File: src/rtl/usb_pkt_rx.sv
`default_nettype none
// ============================================================================
//  Module   : usb_pkt_rx
//  Purpose  : UTMI receive-side packet decoder with PID, CRC5/CRC16 and length checks.
//  Revision : 1.0
// ============================================================================
module usb_pkt_rx #(
   parameter int MAX_PAYLOAD = 1023
) (
   input  logic        clk,
   input  logic        rst,
   input  logic [7:0]  rx_data,
   input  logic        rx_valid,
   input  logic        rx_active,
   input  logic        rx_error,
   output logic [3:0]  pid,
   output logic        pid_valid,
   output logic [6:0]  tok_addr,
   output logic [3:0]  tok_endp,
   output logic [10:0] frame_num,
   output logic [7:0]  data,
   output logic        data_valid,
   output logic        pkt_ok,
   output logic        pkt_err,
   output logic [2:0]  err_code
);

   typedef enum logic [2:0] {
      ST_IDLE  = 3'd0,
      ST_PID   = 3'd1,
      ST_TOKEN = 3'd2,
      ST_DATA  = 3'd3,
      ST_HSK   = 3'd4,
      ST_DRAIN = 3'd5
   } state_t;

   localparam logic [4:0]  c_crc5_res  = 5'b01100;
   localparam logic [15:0] c_crc16_res = 16'h800D;
   localparam logic [10:0] c_ovf_cnt   = 11'(MAX_PAYLOAD + 2);
   localparam logic [10:0] c_cnt_max   = 11'h7FF;
   localparam logic [3:0]  c_pid_sof   = 4'b0101;
   localparam logic [2:0]  c_err_none  = 3'd0;
   localparam logic [2:0]  c_err_pid   = 3'd1;
   localparam logic [2:0]  c_err_crc   = 3'd2;
   localparam logic [2:0]  c_err_len   = 3'd3;
   localparam logic [2:0]  c_err_rx    = 3'd4;

   state_t      r_state;
   logic        r_act_d;
   logic        r_err_rx;
   logic        r_err_pid;
   logic        r_err_len;
   logic [10:0] r_cnt;
   logic [7:0]  r_buf0;
   logic [7:0]  r_buf1;
   logic [7:0]  r_tok_lo;
   logic [2:0]  r_tok_hi;
   logic [4:0]  r_crc5;
   logic [15:0] r_crc16;

   logic        w_start;
   logic        w_rxerr;
   logic        w_pid_ok;
   logic [10:0] w_cnt_inc;
   logic [4:0]  w_crc5_nx;
   logic [15:0] w_crc16_nx;
   logic        w_len_bad;
   logic        w_crc_bad;
   logic [2:0]  w_code;

   // Serial CRCs, data bits consumed LSB-first, MSB of the register is the feedback tap.
   function automatic logic [4:0] f_crc5(input logic [4:0] crc, input logic [7:0] d);
      logic [4:0] c;
      c = crc;
      for (int i = 0; i < 8; i++) begin
         if (d[i] ^ c[4]) c = {c[3:0], 1'b0} ^ 5'b00101;
         else             c = {c[3:0], 1'b0};
      end
      return c;
   endfunction

   function automatic logic [15:0] f_crc16(input logic [15:0] crc, input logic [7:0] d);
      logic [15:0] c;
      c = crc;
      for (int i = 0; i < 8; i++) begin
         if (d[i] ^ c[15]) c = {c[14:0], 1'b0} ^ 16'h8005;
         else              c = {c[14:0], 1'b0};
      end
      return c;
   endfunction

   // A packet starts only on a fresh rx_active rise, so a packet in flight at reset release is skipped.
   assign w_start    = (r_state == ST_IDLE) && rx_active && !r_act_d;
   assign w_rxerr    = rx_active && rx_error;
   assign w_pid_ok   = (rx_data[7:4] == ~rx_data[3:0]);
   assign w_cnt_inc  = (r_cnt == c_cnt_max) ? r_cnt : r_cnt + 11'd1;
   assign w_crc5_nx  = f_crc5(r_crc5, rx_data);
   assign w_crc16_nx = f_crc16(r_crc16, rx_data);

   always_comb begin
      w_len_bad = 1'b0;
      w_crc_bad = 1'b0;
      case (r_state)
         ST_PID:   w_len_bad = 1'b1;
         ST_TOKEN: begin
            w_len_bad = (r_cnt != 11'd2);
            w_crc_bad = (r_crc5 != c_crc5_res);
         end
         ST_DATA:  begin
            w_len_bad = (r_cnt < 11'd2);
            w_crc_bad = (r_crc16 != c_crc16_res);
         end
         default:  ;
      endcase

      if (r_err_rx)                    w_code = c_err_rx;
      else if (r_err_pid)              w_code = c_err_pid;
      else if (r_err_len || w_len_bad) w_code = c_err_len;
      else if (w_crc_bad)              w_code = c_err_crc;
      else                             w_code = c_err_none;
   end

   always_ff @(posedge clk or negedge rst) begin
      if (!rst) begin
         r_state    <= ST_IDLE;
         r_act_d    <= 1'b1;
         r_err_rx   <= 1'b0;
         r_err_pid  <= 1'b0;
         r_err_len  <= 1'b0;
         r_cnt      <= 11'd0;
         r_buf0     <= 8'd0;
         r_buf1     <= 8'd0;
         r_tok_lo   <= 8'd0;
         r_tok_hi   <= 3'd0;
         r_crc5     <= 5'h1F;
         r_crc16    <= 16'hFFFF;
         pid        <= 4'd0;
         pid_valid  <= 1'b0;
         tok_addr   <= 7'd0;
         tok_endp   <= 4'd0;
         frame_num  <= 11'd0;
         data       <= 8'd0;
         data_valid <= 1'b0;
         pkt_ok     <= 1'b0;
         pkt_err    <= 1'b0;
         err_code   <= 3'd0;
      end else begin
         r_act_d    <= rx_active;
         pid_valid  <= 1'b0;
         data_valid <= 1'b0;
         pkt_ok     <= 1'b0;
         pkt_err    <= 1'b0;

         if (r_state != ST_IDLE && w_rxerr) r_err_rx <= 1'b1;

         case (r_state)
            ST_IDLE: begin
               if (w_start) begin
                  r_state   <= ST_PID;
                  r_err_rx  <= w_rxerr;
                  r_err_pid <= 1'b0;
                  r_err_len <= 1'b0;
                  r_cnt     <= 11'd0;
                  r_crc5    <= 5'h1F;
                  r_crc16   <= 16'hFFFF;
               end
            end

            default: begin
               if (!rx_active) begin
                  r_state  <= ST_IDLE;
                  err_code <= w_code;
                  if (w_code == c_err_none) begin
                     pkt_ok <= 1'b1;
                     if (r_state == ST_TOKEN) begin
                        if (pid == c_pid_sof) begin
                           frame_num <= {r_tok_hi, r_tok_lo};
                        end else begin
                           tok_addr <= r_tok_lo[6:0];
                           tok_endp <= {r_tok_hi, r_tok_lo[7]};
                        end
                     end
                  end else begin
                     pkt_err <= 1'b1;
                  end
               end else if (rx_error) begin
                  r_state <= ST_DRAIN;
               end else if (rx_valid) begin
                  case (r_state)
                     ST_PID: begin
                        if (w_pid_ok) begin
                           pid       <= rx_data[3:0];
                           pid_valid <= 1'b1;
                           case (rx_data[1:0])
                              2'b01:   r_state <= ST_TOKEN;
                              2'b11:   r_state <= ST_DATA;
                              default: r_state <= ST_HSK;
                           endcase
                        end else begin
                           r_err_pid <= 1'b1;
                           r_state   <= ST_DRAIN;
                        end
                     end

                     ST_TOKEN: begin
                        r_crc5 <= w_crc5_nx;
                        r_cnt  <= w_cnt_inc;
                        if (r_cnt == 11'd0) begin
                           r_tok_lo <= rx_data;
                        end else if (r_cnt == 11'd1) begin
                           r_tok_hi <= rx_data[2:0];
                        end else begin
                           r_err_len <= 1'b1;
                           r_state   <= ST_DRAIN;
                        end
                     end

                     ST_DATA: begin
                        // The two newest bytes stay buffered; they become the CRC field at end of packet.
                        if (r_cnt == c_ovf_cnt) begin
                           r_err_len <= 1'b1;
                           r_state   <= ST_DRAIN;
                        end else begin
                           r_crc16 <= w_crc16_nx;
                           r_cnt   <= w_cnt_inc;
                           r_buf0  <= r_buf1;
                           r_buf1  <= rx_data;
                           if (r_cnt >= 11'd2) begin
                              data       <= r_buf0;
                              data_valid <= 1'b1;
                           end
                        end
                     end

                     ST_HSK: begin
                        r_err_len <= 1'b1;
                        r_state   <= ST_DRAIN;
                     end

                     default: ;
                  endcase
               end
            end
         endcase
      end
   end

endmodule
`default_nettype wire

File: config.mk
export PLATFORM = sky130hd
export DESIGN_NAME = usb_pkt_rx
export DESIGN_NICKNAME = d
export VERILOG_FILES = /design/src/rtl/usb_pkt_rx.sv
export SDC_FILE = /design/constraint.sdc
export NUM_CORES = 1
export LEC_CHECK = 0
export CORE_MARGIN = 2
export CORE_UTILIZATION = 60
export CTS_CLUSTER_SIZE = 14
export DETAILED_ROUTE_END_ITERATION = 16
export PLACE_DENSITY = 0.93
export SYNTH_ARGS = -nofsm -noshare
export SYNTH_HDL_FRONTEND = slang
export SYNTH_SLANG_ARGS = --single-unit
File: constraint.sdc
create_clock -name clk -period 4.4 [get_ports clk]
set_clock_uncertainty 0.2 [all_clocks]
set_input_delay 0.44 -clock clk [delete_from_list [all_inputs] [get_ports clk]]
set_output_delay 0.44 -clock clk [all_outputs]
set_load 0.02 [all_outputs]
# ---- Word-level counts from Yosys, hierarchy flattened
# Cells that the tools add are included.
dict set report op_classes {
  add_sub_neg 1
  n_lt_le_gt_ge 2
  muxes 91
  n_reduce_logical 31
  bitwise 39
  n_eq_ne 27
}
# cell count
set op_table {}
lappend op_table {{$mux 16} 15}
lappend op_table {{$mux 11} 7}
lappend op_table {{$mux 3} 18}
lappend op_table {{$reduce_and 6->1} 7}
lappend op_table {{$mux 1} 36}
lappend op_table {{$mux 5} 6}
lappend op_table {{$not 3->3} 8}
lappend op_table {{$eq 11x11->1 const B} 2}
lappend op_table {{$pmux 11 s2} 1}
lappend op_table {{$ne 16x16->1 const B} 1}
lappend op_table {{$not 2->2} 8}
lappend op_table {{$xor 1x1->1} 16}
lappend op_table {{$ne 5x5->1 const B} 3}
lappend op_table {{$reduce_and 5->1} 3}
lappend op_table {{$reduce_and 7->1} 2}
lappend op_table {{$ne 3x3->1 const B} 4}
lappend op_table {{$pmux 3 s4} 1}
lappend op_table {{$add 11x1->11 const B} 1}
lappend op_table {{$eq 11x1->1 const B} 1}
lappend op_table {{$ge 11x2->1 const B} 1}
lappend op_table {{$logic_not 11->1} 1}
lappend op_table {{$lt 11x2->1 const B} 1}
lappend op_table {{$ne 11x2->1 const B} 1}
lappend op_table {{$reduce_bool 2->1} 5}
lappend op_table {{other kinds (26)} 42}
dict set report word_totals {
  output_inout_bits 41
  ff_bits 107
  in_bits 13
  wordCells 213
}

# ---- Depth between registers and ports, before layout
# Gate-level depths: netlist of the first run.
dict set report depth {
  word_depth 22
  ltp_mapped 9
  depth_no_buf 7
}

# ---- Worst setup path before layout of the first run
# No wires, ideal clock.
dict set report synth_timing {
  kind {reg-to-reg}
  startpoint {reg r_cnt[5]}
  endpoint {reg tok_addr[1]}
  setup_ns 0.125
  path_buffers 1
  period_less_slack_ns 2.370
  required_ns 4.075
  stages_incl_launch_ff 7
  slack_ns 2.030
  t_arrival_ns 2.045
  cell_sequence {dfrtp_1 > or4_4 > o41ai_2 > a31oi_1 > nand3b_1 > buf_4 > mux2_2}
}
dict set report synth_via {
  elab_chain_cells 8
  word_cells_on_any_way 9
  classes_between {1 x order compare; 1 x eq/ne; 4 x mux; 3 x reduce/logical}
}
# element line
set synth_rtl {}
lappend synth_rtl {{start: declaration} 53} ;# logic [10:0] r_cnt;
lappend synth_rtl {{start signal: assignment} 207} ;# r_cnt <= w_cnt_inc;
lappend synth_rtl {{start signal: assignment} 225} ;# r_cnt <= w_cnt_inc;
lappend synth_rtl {{$lt 11x2->1 / $ne 11x2->1 (equally long branches)} {110, 106}}
lappend synth_rtl {{$pmux 1 s3 (*)} 103} ;# case (r_state)
lappend synth_rtl {{$logic_or 1x1->1 (*)} 118} ;# else if (r_err_len || w_len_bad) w_code = c_err_len;
lappend synth_rtl {{$mux 2 (*)} 118}
lappend synth_rtl {{$mux 2 (*)} 117} ;# else if (r_err_pid) w_code = c_err_pid;
lappend synth_rtl {{$mux 3 (*)} 116} ;# if (r_err_rx) w_code = c_err_rx;
lappend synth_rtl {{$logic_not 3->1 (*)} 173} ;# if (w_code == c_err_none) begin
lappend synth_rtl {{$reduce_and 5->1 (no source line) (*)} -}
lappend synth_rtl {{end signal: assignment} 179} ;# tok_addr <= r_tok_lo[6:0];
lappend synth_rtl {{end: declaration} 18} ;# output logic [6:0] tok_addr,
# Mark *: on every way between the ends. The rest lies on a longest branch, timed or not.
# A chain may end at the register's enable or synchronous reset.

# ---- Worst setup path in the final report of the first run
dict set report layout_timing {
  startpoint {reg r_cnt[7]}
  endpoint {reg tok_addr[0]}
}
# The elaborated chain is that of the path after synthesis.

==> results.cfg, run 1 <==
[clock_tree]
cts-root-buf = clkbuf_8
clkSinkCount = 107
cts_setup_buffers = 0
cts_inserted_buffers = 9
path_clk_slew_ns = 0.12
h-tree-depth = 3
worst_skew_pair.late_latency_ns = 0.39
cts_hold_buf = 0
cts_max_path_buffers = 2
cts_tree = done
cts_resized = 0

[critical_path]
crit_fanout = 11
worstPathArrival_ns = 3.16
crit_start = r_cnt[7]
r2r-start = r_cnt[7]
criticalPathCategory = reg2reg
cp.required_ns = 4.49
end_kind = register
cp-start-kind = register

[layout]
diodes = 0
fill_cells = 554
nNetsFinal = 527
final_cell_area_mm2 = 0.00603
drive_above_1_share = 0.200
area_delta_synth_final_pct = 14.8

[timing]
report.final.slew_viol_count = 0
worst_hold_slack_ns = -0.0355
clock.fmax_mhz = 325
fin_ws_ns = 1.33
fin_crit_sh = 0.698
period_minus_slack_ns = 3.07
rsz0062_at_grt = no
relSlewSlack = 0.393
hold_viol_final = 33
worst_pin_slew_ns = 0.902
setup_viol = 0
setup_tns_ns = 0

[route]
first_pass_iters = 5
drc_errors = 0
routedWlPerCell_um = 19.2
drt-total-wl_um = 11900
drtIter0Drc = 379
antenna_left = 0
vias = 3888
routed_via_density = 6.24

[global_route]
grtUsageTotal = 0.259
grt_pass1_wl_um = 19500
grt_overflow = 0
antenna_found_initial = 0
grt_max_degree = 78
grt_pass1_vias = 3931

[logic_synthesis]
synthesis.area_mm2 = 0.00525
syn_nets = 483
synth-edff-count = 0
synth_flop_cell = dfrtp_1
yosys.area_share.simple = 0.157
avgSynthCellArea_um2 = 11.3
yosysUniqueCellTypes = 66
synthAdderAreaFrac = 0.0114
synth_xor_area_frac = 0.0862
synth_seq_cells = 107
post_synth_inst_count = 466
ys_warn_count = 0
synth_mux_area_frac = 0.103
synth_compound_gate_area_share = 0.0979
synthArstFlopShare = 1.00
synth_top_family_by_area = simple AND/OR/NAND/NOR gates
ys_seq_area_frac = 0.515

[placed_design]
place_ws_ns = 1.18
gp_congestion = 0.929
dpl_cell_area_mm2 = 0.00582
place_hpwl_um = 8200
port_buffers = 53

[floorplan]
dieArea_mm2 = 0.00952
dieHeight_um = 97.6
initial_core_util = 0.611
coreArea_mm2 = 0.00859
die_w_um = 97.6
ios = 54
std_cell_rows = 34

[power]
irDropWorstVdd_uv = 265
total_power_mw = 2.30
p_leak_nw = 2.73
powerDensity_mw_per_mm2 = 382

[run]
max_cap_viol_count = 0

[min_path]
hold_class = in2async

[outcome]
status = finished, violations left
violations = hold timing
==> layout make-up <==
| cell class | instances | area [µm²] | share of cell area |
|---|---|---|---|
| clock inverter | 6 | 78.8 | 0.0131 |
| tap | 108 | 135 | 0.0224 |
| inverter | 9 | 33.8 | 0.00560 |
| multi-input combinational | 326 | 2390 | 0.396 |
| sequential | 107 | 2710 | 0.449 |
| timing repair buffer | 57 | 558 | 0.0926 |
| clock buffer | 10 | 128 | 0.0212 |
==> flip-flops by register name, summed over array words and instances (netlist names), 7 cells and up <==
| register | flops |
|---|---|
| tok_addr | 7 |
| r_buf0 | 8 |
| r_tok_lo | 8 |
| r_buf1 | 8 |
| data | 8 |
| r_cnt | 11 |
| frame_num | 11 |
| r_crc16 | 16 |
==> worst paths after layout <==
kind	endpoint	slack, ns	depth (start not counted)
max	tok_addr[0]	1.33	5
min	tok_addr[4]	-0.04	1
max reg2reg	tok_addr[0]	1.33	5
min reg2reg	r_buf0[0]	0.28	2
max in group asynchronous	r_crc16[3]	3.01	2
min in group clk	r_buf0[0]	0.28	2
==> metal layers <==
metal,GRT usage,vias up,share of wire
met1,0.333,1953,0.40
li1,-,1738,-
met3,0.0396,35,0.058
met5,0,-,0
met4,0.105,0,0.029
met2,0.444,162,0.51
==> worst max-delay path, cell delays in order, from the launching register on <==
cell and delay (ns):
dfrtp_1 0.45, nor4_1 0.61, nand4b_1 0.31, nor3_1 0.38, nand3b_1 0.53, mux2_1 0.50
==> layout by cell type (no fill, tap or decap), types with 9 or more instances in the layout <==
cell type,count
nand2_1,73
xnor2_1,22
xor2_1,12
dfrtp_1,85
clkbuf_8,9
mux2_2,44
a21oi_1,25
dfstp_2,22
nor2_1,25
clkdlybuf4s50_1,52
==> through the flow <==
| stage | utilization | std cells | hold WS (ns) |
|---|---|---|---|
| 5_1_grt | 0.702 | 623 | 0.0576 |
| 3_5_place_dp | 0.677 | 607 | 0.257 |
| 4_1_cts | 0.702 | 623 | 0.0155 |
| 3_3_place_gp | 0.677 | 607 | 0.248 |
| 2_1_floorplan | - | 466 | -0.0556 |
| 6_report | 0.702 | 623 | -0.0355 |
==> synthesized netlist by cell type, types with 2 or more instances <==
| master | instances | area, µm² |
|---|---|---|
| a211oi_1 | 2 | 15.0 |
| a21oi_1 | 25 | 125 |
| a31oi_1 | 3 | 18.8 |
| and4_1 | 2 | 17.5 |
| buf_2 | 12 | 60.1 |
| buf_4 | 3 | 22.5 |
| clkbuf_1 | 8 | 30.0 |
| dfrtp_1 | 85 | 2130 |
| dfstp_2 | 22 | 578 |
| ha_1 | 4 | 50.1 |
| inv_1 | 8 | 30.0 |
| mux2_1 | 3 | 33.8 |
| mux2_2 | 44 | 495 |
| nand2_1 | 73 | 274 |
| nand3_1 | 8 | 40.0 |
| nand3b_1 | 3 | 22.5 |
| nand4_1 | 5 | 31.3 |
| nand4b_1 | 2 | 17.5 |
| nor2_1 | 25 | 93.8 |
| nor2b_1 | 3 | 18.8 |
| nor3_1 | 8 | 40.0 |
| nor3_2 | 2 | 20.0 |
| nor4_1 | 8 | 50.1 |
| nor4_2 | 2 | 25.0 |
| nor4b_1 | 2 | 17.5 |
| o211a_1 | 3 | 30.0 |
| o211ai_1 | 2 | 15.0 |
| o211ai_2 | 2 | 25.0 |
| o21a_1 | 3 | 22.5 |
| o21ai_0 | 8 | 40.0 |
| o22a_1 | 7 | 61.3 |
| o31ai_1 | 2 | 15.0 |
| or3_1 | 4 | 25.0 |
| or4_1 | 7 | 52.6 |
| xnor2_1 | 22 | 193 |
| xnor3_1 | 3 | 67.6 |
| xor2_1 | 12 | 105 |
==> kinds of logic after synthesis <==
kind of cell,Yosys count
buf+inv,33
flops,107
mux,48
fa+ha+maj,5
xor+xnor,41
simple gates,162
compound gates,70
==> power by group <==
group | switching, mW | internal [mW]
sequential | 0.0764 | 1.06
clock | 0.363 | 0.277
combinational | 0.293 | 0.231
No activity file was read; power rests on OpenSTA's default activity.
==> run 2: changes to the inputs <==
--- a/config.mk
+++ b/config.mk
@@ -6,10 +6,10 @@
 export NUM_CORES = 1
 export LEC_CHECK = 0
 export CORE_MARGIN = 2
-export CORE_UTILIZATION = 60
+export CORE_UTILIZATION = 57
 export CTS_CLUSTER_SIZE = 14
 export DETAILED_ROUTE_END_ITERATION = 16
-export PLACE_DENSITY = 0.93
+export PLACE_DENSITY = 0.89
 export SYNTH_ARGS = -nofsm -noshare
 export SYNTH_HDL_FRONTEND = slang
 export SYNTH_SLANG_ARGS = --single-unit
==> constraint.sdc (replaced) <==
create_clock -name clk -period 2.95 [get_ports clk]
set_clock_uncertainty 0.2 [all_clocks]
set_input_delay 0.295 -clock clk [delete_from_list [all_inputs] [get_ports clk]]
set_output_delay 0.295 -clock clk [all_outputs]
set_load 0.02 [all_outputs]
==> run 2 against run 1 <==
Compared with the run above: final area rose by 1.8%; flip-flop and latch count unchanged; die area is 5.0% higher; largest power group unchanged; largest cell class unchanged; maximum frequency grew 14%; the run now ends clean; utilization shrank 2.8 points; register-to-register slack worse by 1.1 ns; non-clock buffer count up 16; global-route usage fell by 1.3 points.
==> results.cfg, run 2 (synthesis gave the netlist of run 1 again) <==
[outcome]
status = completed

[placed_design]
gp_congestion = 0.957
place_ws_ns = 0.287
dpl_cell_area_mm2 = 0.00594
dp_cells = 625
port_buffers = 53
place_hpwl_um = 8380

[layout]
largest_reg_flops = 16
drive_above_1_share = 0.222
final_cell_mix = dfrtp_1, nand2_1, clkdlybuf4s50_1
final_common_cell = dfrtp_1
top_register = r_crc16
fill_cells = 625
final_cell_area_mm2 = 0.00614
diodes = 0
finish.utilization = 0.674
area_delta_synth_final_pct = 16.9
nNetsFinal = 543
reg_top3 = r_crc16 (16), frame_num (11), r_cnt (11)
layoutNonFillerInstCount = 642

[route]
drtIter0Drc = 426
drc_errors = 0
routedWlPerCell_um = 18.3
drt-total-wl_um = 11800
antenna_left = 0
vias = 3912
first_pass_iters = 5
routed_via_density = 6.09

[critical_path]
cp.required_ns = 3.03
crit_fanout = 11
cp-start-kind = register
worstPathArrival_ns = 2.78
criticalPathCategory = reg2reg
end_kind = register

[timing]
worst_pin_slew_ns = 0.905
worst_hold_slack_ns = 0.282
hold_viol_final = 0
report.final.slew_viol_count = 0
fin_crit_sh = 0.914
period_minus_slack_ns = 2.70
rsz0062_at_grt = no
setup_tns_ns = 0
relSlewSlack = 0.396
clock.fmax_mhz = 371
setup_viol = 0
fin_ws_ns = 0.252

[power]
total_power_mw = 3.39
powerDensity_mw_per_mm2 = 552
irDropWorstVdd_uv = 395
p_leak_nw = 2.80

[global_route]
grt_pass1_wl_um = 19300
grt_overflow = 0
grtUsageTotal = 0.247
grt_max_degree = 76
antenna_found_initial = 0
grt_pass1_vias = 3880

[clock_tree]
h-tree-depth = 3
cts_setup_buffers = 0
worst_skew_pair.late_latency_ns = 0.38
cts_tree = done
cts-root-buf = clkbuf_8
cts_max_path_buffers = 2
cts_inserted_buffers = 9
clkSinkCount = 107
path_clk_slew_ns = 0.12

[floorplan]
std_cell_rows = 35
initial_core_util = 0.577
ios = 54
die_w_um = 100
dieHeight_um = 100
dieArea_mm2 = 0.0100
coreArea_mm2 = 0.00911

[min_path]
hold_class = reg2reg

[run]
max_cap_viol_count = 0
run 2: cell types whose count changed in the layout (fill, tap and decap cells not counted):
cell           delta
buf_4            +15
bufinv_16         -1
clkinv_4          -1
dlygate4sd3_1     +1
inv_8             +2
run 2: layout make-up:
class | instances | area [µm²] | area share
repair buffers | 73 | 681 | 0.111
clock inverters | 6 | 62.6 | 0.0102
inverters | 9 | 33.8 | 0.00550
well taps | 111 | 139 | 0.0226
flip-flops and latches | 107 | 2710 | 0.441
clock buffers | 10 | 128 | 0.0208
multi-input cells | 326 | 2390 | 0.389
run 2: worst max-delay path: stages (launching register included):
cell and delay [ns]:
dfrtp_1 0.48, or4_4 0.59, o41ai_2 0.29, a31oi_1 0.26
nand3b_1 0.19, buf_4 0.23, mux2_2 0.37
run 2: routing by layer:
layer,global-route usage,vias up,wire length (µm)
met5,0,-,0
met4,0.104,0,281
met3,0.0348,29,590
met2,0.411,142,6000
met1,0.327,1971,4890
li1,-,1770,-
run 2: path summary, 6_finish.rpt:
path	startpoint	end	slack (ns)	depth (start not counted)
min	r_buf1[5]	r_buf0[5]	0.28	2
min in group asynchronous	rst	r_cnt[6]	0.39	2
max reg2reg	r_cnt[5]	tok_addr[5]	0.25	6
max	r_cnt[5]	tok_addr[5]	0.25	6
max in group asynchronous	rst	pid[0]	1.44	3
min reg2reg	r_buf1[5]	r_buf0[5]	0.28	2
run 2: power breakdown:
part           switching [mW]  internal, mW  total, mW
combinational           0.435         0.354      0.789
clock                   0.560         0.338      0.898
sequential              0.116          1.58       1.70
total                    1.11          2.28       3.39
run 2: repair_timing:
item                                   4_1_cts  5_1_grt
hold buffers                                 1        0
endpoints found under the hold margin       50        0
resized for setup                            0        0
==> run 3: changes to the inputs <==
--- a/config.mk
+++ b/config.mk
@@ -5,9 +5,9 @@
 export SDC_FILE = /design/constraint.sdc
 export NUM_CORES = 1
 export LEC_CHECK = 0
+export ABC_AREA = 1
 export CORE_MARGIN = 2
 export CORE_UTILIZATION = 57
-export CTS_CLUSTER_SIZE = 14
 export DETAILED_ROUTE_END_ITERATION = 16
 export PLACE_DENSITY = 0.89
 export SYNTH_ARGS = -nofsm -noshare
==> run 3 against run 2 <==
Compared with the run above: critical path type unchanged; via count rose by 5.1%; critical endpoint is now frame_num[0]; combinational power increased by 57%; highest routed layer unchanged; first-iteration DRC count down 52%; sequential share of layout area up 0.49 points; non-clock buffer count decreased by 13; wire length decreased by 5.6%; final area down 1.1%; clock-buffer cell count did not move; utilization increased by 1.5 points; hold slack lost 0.072 ns.
==> results.cfg, run 3 <==
[outcome]
status = completed

[clock_tree]
cts_inserted_buffers = 9
cts-root-buf = clkbuf_8
cts_setup_buffers = 0
h-tree-depth = 3
path_clk_slew_ns = 0.10
worst_skew_pair.late_latency_ns = 0.36
clkSinkCount = 107
cts_resized = 0
cts_tree = done
cts_max_path_buffers = 2

[logic_synthesis]
post_synth_inst_count = 594
yosys.area_share.simple = 0.215
synth_top_cell_area_share = 0.406
synth_xor_area_frac = 0.0502
synth_top_family_by_area = simple AND/OR/NAND/NOR gates
synth_top_area_cell = dfrtp_1
synth_seq_cells = 107
syn_nets = 611
synth-edff-count = 0
yosysUniqueCellTypes = 45
netlist_top_cells_count = nand2_1, dfrtp_1, inv_1
synth_compound_gate_area_share = 0.111
synth.area.top_cells = dfrtp_1, dfstp_2, nand2_1
synth_mux_area_frac = 0.0172
synth.most_common_cell = nand2_1
synthesis.area_mm2 = 0.00523
synth_flop_cell = dfrtp_1
synthAdderAreaFrac = 0.00956
ys_seq_area_frac = 0.517
ys_warn_count = 0
avgSynthCellArea_um2 = 8.81
synthArstFlopShare = 1.00

[min_path]
hold_class = in2reg
worstHoldStart = rx_active
hold_depth = 1
min_to = r_act_d

[critical_path]
crit_chain = inv_1 > nor4_1 > a31oi_1 > a21oi_1 > nand4_1 > nor2_2 > nand3_2 > nand2_1 > o21ai_1
criticalPathCategory = reg2reg
r2r-start = r_crc16[0]
end_kind = register
worstPathArrival_ns = 2.73
r2r_cells = 9
cp-start-kind = register
r2r_slack_ns = 0.26
cp_slowest_stage_delay_ns = 0.57
critPathSlowestCell = dfstp_2
cp.required_ns = 2.99
r2r_end = frame_num[0]
crit_fanout = 22

[route]
routedWlPerCell_um = 14.6
first_pass_iters = 6
vias = 4112
routed_via_density = 5.40
drc_errors = 0
drtIter0Drc = 205
antenna_left = 0
drt-total-wl_um = 11100

[timing]
fin_crit_sh = 0.911
worst_hold_slack_ns = 0.209
report.final.slew_viol_count = 0
hold_viol_final = 0
relSlewSlack = 0.581
worst_pin_slew_ns = 0.622
clock.fmax_mhz = 372
period_minus_slack_ns = 2.69
setup_viol = 0
setup_tns_ns = 0
rsz0062_at_grt = yes

[floorplan]
dieArea_mm2 = 0.00997
die_w_um = 99.8
initial_core_util = 0.594
ios = 54
std_cell_rows = 34
coreArea_mm2 = 0.00881
dieHeight_um = 99.8

[layout]
final_cell_mix = nand2_1, dfrtp_1, inv_1
largest_reg_flops = 16
nNetsFinal = 666
drive_above_1_share = 0.131
reg_top3 = r_crc16 (16), frame_num (11), r_cnt (11)
final_common_cell = nand2_1
diodes = 0
top_register = r_crc16
area_delta_synth_final_pct = 16.0

[global_route]
grt_pass1_vias = 4100
antenna_found_initial = 0
grt_overflow = 0
grtUsageTotal = 0.237
grt_pass1_wl_um = 18900
grt_max_degree = 43

[placed_design]
place_hpwl_um = 8310
port_buffers = 53
gp_congestion = 1.05

[power]
powerDensity_mw_per_mm2 = 645
p_leak_nw = 2.83
irDropWorstVdd_uv = 280

[run]
max_cap_viol_count = 0
run 3: cell types whose count changed in the layout (fill, tap and decap cells not counted), moves of 12 or more:
| cell | previous run | this run |
|---|---|---|
| mux2_2 | 44 | 8 |
| o21ai_1 | 1 | 26 |
| buf_4 | 20 | 6 |
| a21oi_1 | 25 | 13 |
| o21ai_0 | 8 | 38 |
| nand3_1 | 8 | 28 |
| nand2_1 | 73 | 124 |
| inv_1 | 8 | 80 |
run 3: per-stage QoR:
stage | utilization | cells | worst slack, ns | power [mW] | cell area [µm²]
floorplan | - | 594 | 0.887 | 2.72 | 5230
global placement | 0.666 | 745 | 0.215 | 3.02 | 5860
detailed placement | 0.666 | 745 | 0.121 | 3.06 | 5860
CTS | 0.689 | 762 | 0.259 | 3.93 | 6070
global route | 0.689 | 762 | -0.0383 | 4.16 | 6070
finish | 0.689 | 762 | 0.262 | 3.92 | 6070
run 3: logic make-up after synthesis:
group,Yosys count
AND/OR/NAND/NOR,239
AO/OA/AOI/OAI,103
buffers and inverters,103
adder cells (fa/ha/maj),4
multiplexers,8
XOR/XNOR,30
flip-flops,107
run 3: repair_timing:
action,in CTS,in global routing
endpoints found under the hold margin,28,0
hold buffers,1,0
endpoints found under the setup margin,0,4
run 3: per-layer routing:
layer | wire length (µm) | up-vias | share of wire | track usage
met5 | 0 | - | 0 | 0
met3 | 514 | 22 | 0.046 | 0.0320
met2 | 5480 | 136 | 0.49 | 0.400
met1 | 4880 | 1922 | 0.44 | 0.313
li1 | - | 2032 | - | -
met4 | 227 | 0 | 0.020 | 0.0969
run 3: area by class of cell:
class / count / area (µm²)
sequential: 107 / 2710
tap: 108 / 135
clock inverter: 6 / 58.8
fill: 695 / 2740
inverter: 87 / 329
clock buffer: 10 / 138
multi-input combinational: 384 / 2110
timing repair buffer: 60 / 596
run 3: worst max-delay path by stage:
stage	depth (start not counted)	start	to
after floorplan	19	r_crc16[15]	r_crc16[15]
after global placement	20	rx_data[0]	r_crc16[15]
after detailed placement	20	rx_data[0]	r_crc16[15]
after CTS	9	r_crc16[0]	frame_num[0]
after global routing	10	r_cnt[4]	frame_num[0]
final	9	r_crc16[0]	frame_num[0]
run 3: worst max-delay path: cells and delay by family (launching register included):
kind	cells	cell delay [ns]
buffers and inverters	1	0.06
flip-flops	1	0.57
AND/OR/NAND/NOR	5	1.25
AO/OA/AOI/OAI	3	0.48
run 3: report_power, final:
part / internal [mW] / switching (mW) / total [mW]
registers: 1.66 / 0.150 / 1.81
clock network: 0.350 / 0.522 / 0.872
logic: 0.478 / 0.759 / 1.24
total: 2.49 / 1.43 / 3.92
